--- src/rtl/cpu_pkg.sv ---
// Shared definitions for the operand-fetch stage and its register file.
// Holds the datapath word width, register-index width, instruction
// field positions for the four source operands, and the operand bundle
// type registered toward the ALU.
package cpu_pkg;

  localparam int WORD_W    = 16;
  localparam int REG_IDX_W = 3;
  localparam int N_RD      = 4;

  // Source-index field positions within the instruction word. The imm6
  // and imm8 fields overlap on purpose; every operand is always fetched.
  localparam int RA_LSB  = 3;
  localparam int RA6_LSB = 6;
  localparam int RA8_LSB = 8;
  localparam int RB_LSB  = 0;

  // Read-port slots used by the stage when talking to the register file.
  localparam int P_RA  = 0;
  localparam int P_RA6 = 1;
  localparam int P_RA8 = 2;
  localparam int P_RB  = 3;

  typedef struct packed {
    logic [WORD_W-1:0] instruction;
    logic [WORD_W-1:0] reg_a;
    logic [WORD_W-1:0] reg_a_imm6;
    logic [WORD_W-1:0] reg_a_imm8;
    logic [WORD_W-1:0] reg_b;
    logic              carry;
  } operand_bundle_t;

  function automatic logic [REG_IDX_W-1:0] src_idx(input logic [WORD_W-1:0] instr,
                                                   input int lsb);
    return instr[lsb +: REG_IDX_W];
  endfunction

endpackage

--- src/rtl/regfile_bypass.sv ---
// General register file with write-to-read bypass.
// Ports:
//   clk, rst_n        clock, async active-low reset (clears every register)
//   we, waddr, wdata  single write port
//   raddr[N_RD]       combinational read addresses
//   rdata[N_RD]       read data; returns wdata when the same cycle writes
//                     the addressed register
// With R0_ZERO != 0 register 0 discards writes and always reads as zero.
module regfile_bypass
  import cpu_pkg::*;
#(
  parameter int NREGS   = 8,
  parameter int R0_ZERO = 1
) (
  input  logic                            clk,
  input  logic                            rst_n,
  input  logic                            we,
  input  logic [REG_IDX_W-1:0]            waddr,
  input  logic [WORD_W-1:0]               wdata,
  input  logic [N_RD-1:0][REG_IDX_W-1:0]  raddr,
  output logic [N_RD-1:0][WORD_W-1:0]     rdata
);

  logic [WORD_W-1:0] mem_q [NREGS];
  logic              wr_ok;

  // A write to a hard-wired zero register is dropped entirely, so mem_q[0]
  // stays at its reset value and plain reads of index 0 return zero.
  assign wr_ok = we && !((R0_ZERO != 0) && (waddr == '0));

  // NOTE: the array is reset because the architecture defines every
  // register as zero after reset; this costs a reset net per flop, which is
  // why storage arrays are normally left unreset.
  always_ff @(posedge clk or negedge rst_n) begin
    if (!rst_n) begin
      for (int i = 0; i < NREGS; i++) mem_q[i] <= '0;
    end else if (wr_ok) begin
      // NOTE: non-blocking assignment so every reader in this edge sees the
      // pre-edge value; blocking here would create order-dependent races.
      mem_q[waddr] <= wdata;
    end
  end

  always_comb begin
    // NOTE: a default for every output bit before any branch keeps this a
    // pure combinational block; a missed path would infer a latch.
    rdata = '0;
    for (int p = 0; p < N_RD; p++) begin
      if (wr_ok && (waddr == raddr[p])) rdata[p] = wdata;
      else                              rdata[p] = mem_q[raddr[p]];
    end
  end

endmodule

--- src/rtl/alu_operand_stage.sv ---
// Operand-fetch stage in front of the ALU.
// Ports:
//   clk, rst_n                      clock, async active-low reset
//   in_valid/in_ready/in_instr      instruction input handshake
//   out_valid/out_ready             operand bundle output handshake
//   instruction, regA, regA_imm6,
//   regA_imm8, regB, carry          registered operand bundle
//   wb_en/wb_addr/wb_data           register write-back (never stalled)
//   wb_carry_en/wb_carry            carry flag write-back
// A single output register gives one-cycle latency and full throughput.
// While the bundle is stalled, its operands are re-read every cycle from
// the held instruction's indices so write-backs keep it current.
module alu_operand_stage
  import cpu_pkg::*;
#(
  parameter int NREGS   = 8,
  parameter int R0_ZERO = 1
) (
  input  logic                 clk,
  input  logic                 rst_n,
  input  logic                 in_valid,
  output logic                 in_ready,
  input  logic [WORD_W-1:0]    in_instr,
  output logic                 out_valid,
  input  logic                 out_ready,
  output logic [WORD_W-1:0]    instruction,
  output logic [WORD_W-1:0]    regA,
  output logic [WORD_W-1:0]    regA_imm6,
  output logic [WORD_W-1:0]    regA_imm8,
  output logic [WORD_W-1:0]    regB,
  output logic                 carry,
  input  logic                 wb_en,
  input  logic [REG_IDX_W-1:0] wb_addr,
  input  logic [WORD_W-1:0]    wb_data,
  input  logic                 wb_carry_en,
  input  logic                 wb_carry
);

  operand_bundle_t bundle_q, bundle_d;
  logic            valid_q, valid_d;
  logic            carry_flag_q;

  logic                           accept;
  logic                           stall;
  logic                           carry_byp;
  logic [WORD_W-1:0]              rd_instr;
  logic [N_RD-1:0][REG_IDX_W-1:0] raddr;
  logic [N_RD-1:0][WORD_W-1:0]    rdata;

  assign in_ready = !valid_q || out_ready;
  assign accept   = in_valid && in_ready;
  assign stall    = valid_q && !out_ready;

  // During a stall the read ports look at the held instruction, which turns
  // the normal bypassed read into the stall-refresh path for free.
  assign rd_instr = stall ? bundle_q.instruction : in_instr;

  assign raddr[P_RA]  = src_idx(rd_instr, RA_LSB);
  assign raddr[P_RA6] = src_idx(rd_instr, RA6_LSB);
  assign raddr[P_RA8] = src_idx(rd_instr, RA8_LSB);
  assign raddr[P_RB]  = src_idx(rd_instr, RB_LSB);

  assign carry_byp = wb_carry_en ? wb_carry : carry_flag_q;

  regfile_bypass #(
    .NREGS   (NREGS),
    .R0_ZERO (R0_ZERO)
  ) u_regfile (
    .clk   (clk),
    .rst_n (rst_n),
    .we    (wb_en),
    .waddr (wb_addr),
    .wdata (wb_data),
    .raddr (raddr),
    .rdata (rdata)
  );

  always_comb begin
    bundle_d = bundle_q;
    valid_d  = valid_q;
    if (accept) begin
      bundle_d.instruction = in_instr;
      valid_d              = 1'b1;
    end else if (valid_q && out_ready) begin
      valid_d = 1'b0;
    end
    // Accept and stall are mutually exclusive (in_ready is low in a stall),
    // and both load fresh operands from the read ports.
    if (accept || stall) begin
      bundle_d.reg_a      = rdata[P_RA];
      bundle_d.reg_a_imm6 = rdata[P_RA6];
      bundle_d.reg_a_imm8 = rdata[P_RA8];
      bundle_d.reg_b      = rdata[P_RB];
      bundle_d.carry      = carry_byp;
    end
  end

  always_ff @(posedge clk or negedge rst_n) begin
    if (!rst_n) begin
      bundle_q     <= '0;
      valid_q      <= 1'b0;
      carry_flag_q <= 1'b0;
    end else begin
      bundle_q <= bundle_d;
      valid_q  <= valid_d;
      if (wb_carry_en) carry_flag_q <= wb_carry;
    end
  end

  assign out_valid   = valid_q;
  assign instruction = bundle_q.instruction;
  assign regA        = bundle_q.reg_a;
  assign regA_imm6   = bundle_q.reg_a_imm6;
  assign regA_imm8   = bundle_q.reg_a_imm8;
  assign regB        = bundle_q.reg_b;
  assign carry       = bundle_q.carry;

endmodule

--- config.mk ---
export PLATFORM = sky130hd
export DESIGN_NAME = alu_operand_stage
export DESIGN_NICKNAME = d
export VERILOG_FILES = /design/src/rtl/cpu_pkg.sv /design/src/rtl/regfile_bypass.sv /design/src/rtl/alu_operand_stage.sv
export SDC_FILE = /design/constraint.sdc
export NUM_CORES = 1
export LEC_CHECK = 0
export BUFFER_PORTS_ARGS = -buffer_cell sky130_fd_sc_hd__clkbuf_2
export CAP_MARGIN = 5
export CORE_MARGIN = 1.5
export CORE_UTILIZATION = 40
export DETAILED_ROUTE_END_ITERATION = 12
export PLACE_DENSITY = 0.69
export RECOVER_POWER = 50
export SETUP_SLACK_MARGIN = 0.2
export SLEW_MARGIN = 20
export SYNTH_ARGS = -nofsm -noshare
export SYNTH_HDL_FRONTEND = slang
export SYNTH_SLANG_ARGS = --single-unit
--- constraint.sdc ---
create_clock -name clk -period 6.54 [get_ports clk]
set_clock_uncertainty 0.15 [all_clocks]
set_input_delay 0.327 -clock clk [delete_from_list [all_inputs] [get_ports clk]]
set_output_delay 0.327 -clock clk [all_outputs]
set_load 0.02 [all_outputs]
==> impl_metrics.json <==
{
  "p_leak_nw": 6.35,
  "io_pins": 125,
  "yosysUniqueCellTypes": 58,
  "worstMarginPinSlew_ps": 3780,
  "cp_slowest_cell": "and2_1",
  "cap_violations": 7,
  "seq_power_share_pct": 39.6,
  "drive_above_1_share_pct": 26.3,
  "synth_seq_cells": 211,
  "powerDensity_mw_per_mm2": 325,
  "fin_nets": 1313,
  "rows": 66,
  "cp-end-kind": "flop",
  "slew_headroom_pct": -152,
  "hold_viol_final": 0,
  "drt_iter0_drc": 1128,
  "grt_usage_pct": 25.5,
  "die_y_um": 184,
  "clk_latency_ps": 540,
  "pwr-share-clk_pct": 29.8,
  "path_class": "flop to flop",
  "gp_congestion": 0.836,
  "area_growth_pct": 13.3,
  "max_stage_delay_ps": 800,
  "crit_chain": "nor2b_2, buf_4, mux2i_4, xnor2_1, a221oi_4, and2_1, a221o_1",
  "ys_warn_count": 0,
  "grt_overflow": 0,
  "path_clk_slew_ps": 60,
  "violations": "capacitance limit, slew limit",
  "critPathBufInv": 1,
  "grt_max_degree": 80,
  "routed_wl_um": 43000,
  "final_cells": 1732,
  "wl_per_cell_um": 24.8,
  "ir_worst_vdd_v": 0.000196,
  "synth_top_area_share_pct": 40.4,
  "rsz0062_at_grt": "no",
  "finalHoldWorstSlack_ps": 44.9,
  "grt_pass1_vias": 10800,
  "first_pass_iters": 5,
  "worst-path-max-fanout": 17,
  "yosysSeqAreaShare_pct": 40.4,
  "synth_edf_count": 0,
  "cts_buffers": 26,
  "synth_area_leaders": "dfrtp_1 (40%), mux2_2 (15%), mux2i_1 (14%)",
  "dieArea_sq_mm": 0.0338,
  "netlist_instances": 1210,
  "synth_top_flop_cell": "dfrtp_1",
  "critical_path_arrival_ps": 4800,
  "ys_async_sr_fraction_pct": 100,
  "die_w_um": 184,
  "dp_cells": 1669,
  "p_sw_share_pct": 35.8,
  "via_count": 10800,
  "cts_tree": "built",
  "syn-mean-instance-area_sq_um": 10.8,
  "p_int_w": 0.00309,
  "synth.most_common_cell": "dfrtp_1",
  "pwr-share-comb_pct": 30.6,
  "initial_core_util_pct": 40.4,
  "switchingPower_w": 0.00172,
  "fillers": 3070,
  "drc_errors": 0,
  "dp_hpwl_um": 25800,
  "clock-root-buffer": "clkbuf_16",
  "yosys-top-cells-count": "dfrtp_1 (211), mux2_2 (180), mux2i_1 (179), nand2_1 (80), clkbuf_1 (68)",
  "diodes": 0,
  "ant_nets": 0,
  "core_area_sq_mm": 0.0324,
  "status": "complete, but fails checks",
  "postCtsSetupRepairBufs": 0,
  "synthesis.area_sq_mm": 0.0131,
  "crit_family": "simple AND/OR/NAND/NOR gates",
  "grt_pass1_wl_um": 65500,
  "synth_top_area_cell": "dfrtp_1",
  "report.final.setup_viol": 0,
  "start_kind": "flop",
  "hold_class": "input pin to flop",
  "period_share_pct": 68.4,
  "achievable-frequency_ghz": 0.224,
  "port_buffers": 124,
  "drv_slew": 171,
  "mappedNetlistNets": 1252,
  "tns_ps": 0,
  "required_ps": 6860,
  "clock_sinks": 211,
  "fin_crit_ps": 4470,
  "vias_per_cell": 6.21,
  "grt_antenna_before_repair": 0,
  "cts_max_path_buffers": 3,
  "cts-htree-levels": 1
}
-- worst min-delay path: stages --
cell and delay, ps:
clkbuf_2 80, mux2_2 150, mux2_2 140
-- repair_timing --
action	4_1_cts	5_1_grt
gates resized for setup	0	0
hold endpoints to repair	78	0
hold buffers	14	0
-- routing by layer --
layer	global-route usage (%)	vias to the layer above	part of all wire [%]
li1	-	4708	-
met1	33.4	5416	41
met2	40.2	498	46
met3	5.37	140	8.4
met4	12.2	0	4.7
met5	0	-	0
-- path summary, 6_finish.rpt --
| check | slack, ps | cells past startpoint | startpoint | end |
|---|---|---|---|---|
| worst min register to register | 300 | 0 | u_regfile.mem_q[114]$_DFFE_PN0P_ | u_regfile.mem_q[114]$_DFFE_PN0P_ |
| worst max register to register | 2070 | 7 | out_valid$_DFFE_PN0P_ | regA_imm8[11]$_DFFE_PN0P_ |
| min in group asynchronous | 1500 | 2 | rst_n | u_regfile.mem_q[122]$_DFFE_PN0P_ |
| max in group asynchronous | 2330 | 3 | rst_n | u_regfile.mem_q[95]$_DFFE_PN0P_ |
| worst max-delay path | 2070 | 7 | out_valid$_DFFE_PN0P_ | regA_imm8[11]$_DFFE_PN0P_ |
| worst min-delay path | 40 | 3 | wb_carry_en | carry$_DFFE_PN0P_ |
-- power groups by stage --
stage               Clock, W  Combinational (W)  Sequential, W
finish               0.00143            0.00148        0.00191
detailed placement         0            0.00148        0.00191
CTS                  0.00146            0.00149        0.00189
floorplan                  0           0.000935        0.00195
global placement           0            0.00143        0.00190
global route         0.00152            0.00159        0.00194
-- state kept, by name (all words and copies together) (netlist names) --
name             flops
u_regfile.mem_q    128
regA_imm6           16
carry_flag_q         1
instruction         16
carry                1
regA_imm8           16
out_valid            1
regB                16
regA                16
-- layout make-up --
| type | instances | area (sq um) | share of cell area [%] |
|---|---|---|---|
| clock buffers | 36 | 779 | 5.26 |
| clock inverters | 11 | 83.8 | 0.565 |
| inverters | 7 | 26.3 | 0.177 |
| multi-input cells | 862 | 7240 | 48.8 |
| flip-flops and latches | 211 | 5280 | 35.6 |
| well taps | 442 | 553 | 3.73 |
| repair buffers | 163 | 867 | 5.85 |
-- cell families after synthesis --
kind of cell / count (synthesis) / share of synthesized area, %
and+or+nand+nor: 190 / 7.48
muxes: 364 / 29.9
AOI/OAI and AO/OA: 303 / 16.6
buffers and inverters: 137 / 5.33
xor gates and xnor gates: 5 / 0.335
DFF: 211 / 40.4
-- cell usage in the layout (no fill, tap or decap), types with 5 or more instances in the layout --
cell type and instances:
and2_1 22, a2111oi_0 8, buf_4 15, a22o_1 7, a32o_1 13, nor4_1 17
clkbuf_2 65, o22ai_1 27, a22oi_1 64, clkinv_2 9, dfrtp_1 211, a21oi_1 34
nor2b_1 11, nor3_1 7, inv_1 6, clkbuf_1 68, mux2_2 180, clkbuf_16 27
nor2_1 6, a31oi_2 5, nand3_1 8, o21ai_0 54, nand2_1 80, mux2i_1 177
dlygate4sd3_1 14, xnor2_1 5, a211oi_1 13, o21ai_1 23, mux2i_4 5, a221o_1 32
clkbuf_8 7, and3_1 7
-- through the flow --
step	power (W)	instance area, sq um	setup WS [ps]	utilization, %
finish	0.00482	14800	2070	45.8
global route	0.00505	14800	1470	45.8
CTS	0.00484	14900	2130	46.0
detailed placement	0.00339	13900	2160	42.9
global placement	0.00333	13900	2330	42.9
floorplan	0.00289	13100	3980	-
No activity file was read; power rests on OpenSTA's default activity.
